## src/rtl/rca_wb_sequencer_pkg.sv

```systemverilog
// Shared types for the RCA writeback sequencer (package rca_types).
// The optional back-to-back mode is selected with RCA_WB_B2B_EN in rca_wb_sequencer.sv.
package rca_types;

    localparam int RCA_XLEN            = 32;
    localparam int RCA_NUM_RCAS        = 3;
    localparam int RCA_NUM_WRITE_PORTS = 2;
    localparam int RCA_ID_W            = 3;
    localparam int RCA_SEL_W           = (RCA_NUM_RCAS > 1) ? $clog2(RCA_NUM_RCAS) : 1;

    typedef enum logic [1:0] {
        IDLE  = 2'd0,
        WRITE = 2'd1,
        DONE  = 2'd2
    } rca_wb_state_t;

    // One result bundle as offered by the RCA execution unit.
    typedef struct packed {
        logic [RCA_SEL_W-1:0]                    sel;
        logic [RCA_ID_W-1:0]                     id;
        logic [RCA_NUM_WRITE_PORTS*RCA_XLEN-1:0] data;
        logic [RCA_NUM_WRITE_PORTS-1:0]          mask;
    } rca_result_t;

endpackage

```

## src/rtl/rca_wb_sequencer_pick.sv

```systemverilog
// Lowest-set-bit selector: returns the index of the lowest pending port
// and a one-hot vector that clears exactly that bit.
module rca_wb_pick #(
    parameter int N     = 2,
    parameter int IDX_W = 1
) (
    input  logic [N-1:0]     pending,
    output logic [IDX_W-1:0] idx,
    output logic [N-1:0]     clr
);

    // Scan from the top down so the lowest set bit is the last assignment.
    always_comb begin
        idx = '0;
        clr = '0;
        for (int i = N - 1; i >= 0; i--) begin
            if (pending[i]) begin
                idx    = IDX_W'(i);
                clr    = '0;
                clr[i] = 1'b1;
            end
        end
    end

endmodule

```

## src/rtl/rca_wb_sequencer.sv

```systemverilog
// Serialises one multi-destination RCA result into single-port register-file writes.
// Define RCA_WB_B2B_EN to accept the next result in the same cycle as the done pulse.
module rca_wb_sequencer
    import rca_types::*;
#(
    parameter int XLEN            = RCA_XLEN,
    parameter int NUM_RCAS        = RCA_NUM_RCAS,
    parameter int NUM_WRITE_PORTS = RCA_NUM_WRITE_PORTS,
    parameter int ID_W            = RCA_ID_W
) (
    input  logic                              clk,
    input  logic                              rst,
    input  logic                              result_valid,
    output logic                              result_ready,
    input  logic [$clog2(NUM_RCAS)-1:0]       result_rca_sel,
    input  logic [ID_W-1:0]                   result_id,
    input  logic [NUM_WRITE_PORTS*XLEN-1:0]   result_data,
    input  logic [NUM_WRITE_PORTS-1:0]        result_mask,
    input  logic [NUM_RCAS*NUM_WRITE_PORTS*5-1:0] rca_dest_reg_addrs,
    output logic                              rf_we,
    output logic [4:0]                        rf_addr,
    output logic [XLEN-1:0]                   rf_data,
    input  logic                              rf_ack,
    output logic                              done,
    output logic [ID_W-1:0]                   done_id,
    output logic                              busy
);

    localparam int IDX_W = (NUM_WRITE_PORTS > 1) ? $clog2(NUM_WRITE_PORTS) : 1;

    rca_wb_state_t state, state_nxt;

    logic [NUM_WRITE_PORTS-1:0]      pending;
    logic [NUM_WRITE_PORTS-1:0]      new_pending;
    logic [NUM_WRITE_PORTS*XLEN-1:0] lat_data;
    logic [ID_W-1:0]                 lat_id;
    logic [ID_W-1:0]                 done_id_q;
    logic [4:0]                      lat_addr [NUM_WRITE_PORTS];
    logic [4:0]                      row_addr [NUM_WRITE_PORTS];
    logic [IDX_W-1:0]                pick_idx;
    logic [NUM_WRITE_PORTS-1:0]      pick_clr;
    logic                            accept;
    logic                            last_write;

    rca_wb_pick #(
        .N     (NUM_WRITE_PORTS),
        .IDX_W (IDX_W)
    ) u_pick (
        .pending (pending),
        .idx     (pick_idx),
        .clr     (pick_clr)
    );

    // Row lookup by comparison, so an out-of-range select yields all-x0 addresses
    // and therefore an empty pending mask.
    always_comb begin
        for (int p = 0; p < NUM_WRITE_PORTS; p++) begin
            row_addr[p] = '0;
            for (int s = 0; s < NUM_RCAS; s++) begin
                if (int'(result_rca_sel) == s)
                    row_addr[p] = rca_dest_reg_addrs[(s*NUM_WRITE_PORTS+p)*5 +: 5];
            end
            new_pending[p] = result_mask[p] && (row_addr[p] != 5'd0);
        end
    end

    assign accept     = result_valid && result_ready;
    assign last_write = ((pending & ~pick_clr) == '0);

    always_comb begin
        state_nxt    = state;
        result_ready = 1'b0;
        rf_we        = 1'b0;
        done         = 1'b0;
        case (state)
            IDLE: begin
                result_ready = 1'b1;
                if (accept)
                    state_nxt = (new_pending != '0) ? WRITE : DONE;
            end
            WRITE: begin
                rf_we = 1'b1;
                if (rf_ack && last_write)
                    state_nxt = DONE;
            end
            DONE: begin
                done      = 1'b1;
                state_nxt = IDLE;
`ifdef RCA_WB_B2B_EN
                result_ready = 1'b1;
                if (accept)
                    state_nxt = (new_pending != '0) ? WRITE : DONE;
`endif
            end
            default: state_nxt = IDLE;
        endcase
    end

    always_ff @(posedge clk or posedge rst) begin
        if (rst)
            state <= IDLE;
        else
            state <= state_nxt;
    end

    always_ff @(posedge clk or posedge rst) begin
        if (rst) begin
            pending   <= '0;
            lat_data  <= '0;
            lat_id    <= '0;
            done_id_q <= '0;
            for (int p = 0; p < NUM_WRITE_PORTS; p++)
                lat_addr[p] <= '0;
        end else begin
            if (accept) begin
                pending  <= new_pending;
                lat_data <= result_data;
                lat_id   <= result_id;
                for (int p = 0; p < NUM_WRITE_PORTS; p++)
                    lat_addr[p] <= row_addr[p];
            end else if (state == WRITE && rf_ack) begin
                pending <= pending & ~pick_clr;
            end
            if (state == DONE)
                done_id_q <= lat_id;
        end
    end

    // done_id shows the finishing id during DONE even if a new result lands that cycle.
    assign done_id = (state == DONE) ? lat_id : done_id_q;
    assign rf_addr = rf_we ? lat_addr[pick_idx] : 5'd0;
    assign rf_data = rf_we ? lat_data[int'(pick_idx)*XLEN +: XLEN] : '0;
    assign busy    = (state != IDLE);

endmodule

```

## config.mk

```make
export PLATFORM = sky130hd
export DESIGN_NAME = rca_wb_sequencer
export DESIGN_NICKNAME = d
export VERILOG_FILES = /design/src/rtl/rca_wb_sequencer_pkg.sv /design/src/rtl/rca_wb_sequencer_pick.sv /design/src/rtl/rca_wb_sequencer.sv
export SDC_FILE = /design/constraint.sdc
export NUM_CORES = 1
export LEC_CHECK = 0
export CELL_PAD_IN_SITES_DETAIL_PLACEMENT = 0
export CELL_PAD_IN_SITES_GLOBAL_PLACEMENT = 1
export CORE_AREA = 2 2 122 124
export CTS_CLUSTER_SIZE = 14
export DETAILED_ROUTE_END_ITERATION = 8
export DIE_AREA = 0 0 124 126
export PLACE_DENSITY_LB_ADDON = 0.15
export SLEW_MARGIN = 10
export SYNTH_ARGS = -nofsm -noshare
export SYNTH_HDL_FRONTEND = slang
export SYNTH_SLANG_ARGS = --single-unit
export TNS_END_PERCENT = 20
```

## constraint.sdc

```tcl
create_clock -name clk -period 2.36 [get_ports clk]
set_input_delay 0.236 -clock clk [delete_from_list [all_inputs] [get_ports clk]]
set_output_delay 0.236 -clock clk [all_outputs]
set_load 0.05 [all_outputs]
```

==> metrics.cfg, run 1 <==
[critical_path]
crit_type = flip-flop to output port
cp-start-kind = flip-flop
reg2reg_depth = 5
reg2reg_to = lat_data[55]
worstReg2RegStart = state[0]
worstPathMaxFanout = 23
worstPathRequired_ns = 2.12
ff2ff_setup_slack_ns = 0.39
crit_arrival_ns = 1.98
end_kind = output port

[floorplan]
die_h_um = 126
row_count = 44
die_w_um = 124
core-area_um2 = 14300
top_level_ports = 149
start_util_pct = 27.6
die-area_um2 = 15600

[logic_synthesis]
synth_cell_types = 24
syn-num-nets = 613
synthCells = 508
synth_area_per_cell_um2 = 7.78
yosysSeqAreaShare_pct = 53.2
synth_seq_cells = 84
synth_area_um2 = 3950
yosys_warnings = 0

[sta]
setup_viol = 0
clock.fmax_mhz = 452
worst_slew_pin_slew_ns = 0.665
slew_headroom_pct = 55.6
rsz0062_at_grt = false
fin_tns_setup_ns = 0
finalCritPeriodShare_pct = 93.7
finalHoldViolCount = 0
fin_crit_ns = 2.21
skew_ns = 0.00448
slew_viol_final = 0

[cts]
cts_buffers = 9
clkLatencyLatePin_ns = 0.34
cts_sinks = 84
h-tree-depth = 3
clkTransAtPathRegs_ns = 0.06
cts_root_buffer = clkbuf_16
cts_buffer_depth = 2
cts_tree = done

[placed_design]
place_congestion = 0.737
portBuffers = 148
hpwl_mm = 8.60

[detailed_routing]
dr.pass1.iters = 4
drcViolationCount = 0
final_antenna_net_count = 0
drt_wl_total_mm = 12.2
drtIter0Drc = 159
vias_per_cell = 4.53
vias = 3793
drt-wirelength-per-cell_um = 14.6

[grt]
grt_pass1_wl_mm = 19.8
grt_start_max_net_pins = 56
grt_pass1_vias = 3939
overflow = 0
antenna_found_initial = 2
grt_use_total_pct = 16.4

[pwr]
switching_power_uw = 3680
p_leak_uw = 0.00304
comb_power_share_pct = 54.8
ir_worst_vdd_mv = 0.622
sequentialPowerShare_pct = 29.8
switching_share_pct = 43.8
p_int_uw = 4710
power.density_nw_per_um2 = 1320
clkPwrFrac_pct = 15.4

[final_layout]
syn2layout_area_growth_pct = 60.6
n_fill_cell = 1458
final_core_util_pct = 44.3
drive_above_1_share_pct = 11.2
nets = 752

[status]
outcome = complete, no violations

[hold_path]
min_path_type = input pin to async pin

[flow_run]
cap_violations = 0

## per-stage QoR
step	instance area (um^2)	hold WS, ns	instances	setup slack [ns]	total power, uW
floorplan	3960	0.341	508	0.291	5070
global route	6340	0.315	836	0.0306	8990
detailed placement	6070	0.460	820	0.150	7190
global placement	6070	0.458	820	0.260	7140
CTS	6340	0.282	836	0.0201	8520
finish	6350	0.271	837	0.148	8390
## sequential cells by signal (all words and copies together) (netlist names)
name       cells
lat_addr      10
state          2
pending        2
lat_id         3
done_id_q      3
lat_data      64
## power by group through the flow
stage	registers [uW]	clock network, uW	logic (uW)
final	2500	1290	4600
after global routing	2590	1400	5000
after CTS	2500	1330	4690
after detailed placement	2520	0	4670
after global placement	2500	0	4640
after floorplan	2420	0	2650
## kinds of logic (layout without fill, tap and decap cells)
| logic type | after synthesis | count (layout) | synth area share [%] |
|---|---|---|---|
| compound gates | 66 | 66 | 9.72 |
| simple gates | 310 | 310 | 30.1 |
| flops | 84 | 84 | 53.2 |
| mux | 10 | 10 | 2.53 |
| buf+inv | 38 | 182 | 4.50 |
| other cells | 0 | 1 | 0 |
## worst max-delay path by stage
stage / from / endpoint / slack [ns] / depth (start not counted)
after detailed placement: result_rca_sel[1] / state[1] / 0.15 / 6
after global placement: result_rca_sel[1] / state[1] / 0.26 / 6
after CTS: state[0] / done_id[0] / 0.02 / 5
after floorplan: state[0] / pending[1] / 0.29 / 5
after global routing: pending[0] / rf_data[30] / 0.03 / 5
final: pending[0] / rf_data[28] / 0.15 / 5
## layout make-up
type	instances	area [um^2]	area share (%)
Inverter	6	26.3	0.414
Antenna cell	1	2.50	0.0394
Sequential cell	84	2100	33.1
Timing Repair Buffer	160	2020	31.8
Clock buffer	11	243	3.82
Clock inverter	5	27.5	0.434
Multi-Input combinational cell	386	1690	26.7
Tap cell	184	230	3.63
## placed cells by master (no fill, tap or decap)
cell type	Yosys	final
dfrtp_1	84	84
and2_2	0	1
nand4_1	1	1
a211o_1	2	2
dlygate4sd2_1	0	1
o221ai_1	1	1
buf_12	0	43
nand2_1	300	299
dlymetal6s2s_1	0	3
buf_4	1	7
inv_1	6	5
o211a_1	1	1
clkinvlp_4	0	2
diode_2	0	1
o21ai_0	13	13
o21ai_2	1	1
a21oi_1	39	39
clkinv_2	0	4
mux2i_1	10	10
clkbuf_16	0	9
o311ai_0	1	1
clkbuf_1	16	1
and4_4	1	1
clkdlybuf4s50_1	0	106
nor2b_4	0	1
nand2_4	0	1
nor2b_1	2	1
nand2b_1	3	1
nand2b_2	0	2
clkbuf_8	1	1
a2bb2oi_1	8	8
nor2_1	2	2
## cells in the mapped netlist
cell,number,area share (%)
nand2_1,300,28
nand4_1,1,0.16
o311ai_0,1,0.22
a211o_1,2,0.44
and2_1,1,0.16
clkbuf_1,16,1.5
o211a_1,1,0.25
mux2i_1,10,2.5
a21oi_1,39,4.9
and4_4,1,0.28
nand2b_1,3,0.47
o221ai_1,1,0.22
a2bb2oi_1,8,1.8
buf_4,1,0.19
inv_1,6,0.57
nor2b_1,2,0.32
clkbuf_8,1,0.35
buf_2,11,1.4
dfrtp_1,84,53
buf_1,2,0.19
o21ai_0,13,1.6
o21ai_2,1,0.22
buf_6,1,0.28
nor2_1,2,0.19
## metal layers
layer	share of wire, %	track usage, %	vias to the layer above	wire length, um
li1	-	-	1877	-
met1	44	20.7	1793	5390
met2	48	27.2	113	5800
met3	7.0	4.26	10	854
met4	1.3	5.35	0	161
met5	0	0	-	0
## timing repair
action | CTS | global route
gates cloned | 0 | 0
hold buffers | 0 | 0
setup buffers | 0 | 0
endpoints found under the setup margin | 1 | 3
resized for setup | 1 | 3
## worst max-delay path, stage by stage, from the launching register on
cell      delay [ns]
dfrtp_1         0.44
nand2b_2        0.40
buf_12          0.23
nand2_1         0.07
a21oi_1         0.31
buf_12          0.18
Note: power is estimated with default switching activity, not from simulation.
==> run 2, diff against run 1 <==
--- a/config.mk
+++ b/config.mk
@@ -16,4 +16,4 @@
 export SYNTH_ARGS = -nofsm -noshare
 export SYNTH_HDL_FRONTEND = slang
 export SYNTH_SLANG_ARGS = --single-unit
-export TNS_END_PERCENT = 20
+export TNS_END_PERCENT = 30
==> results of run 2 <==
The final DEF is identical to that of run 1; final timing and power are the same.
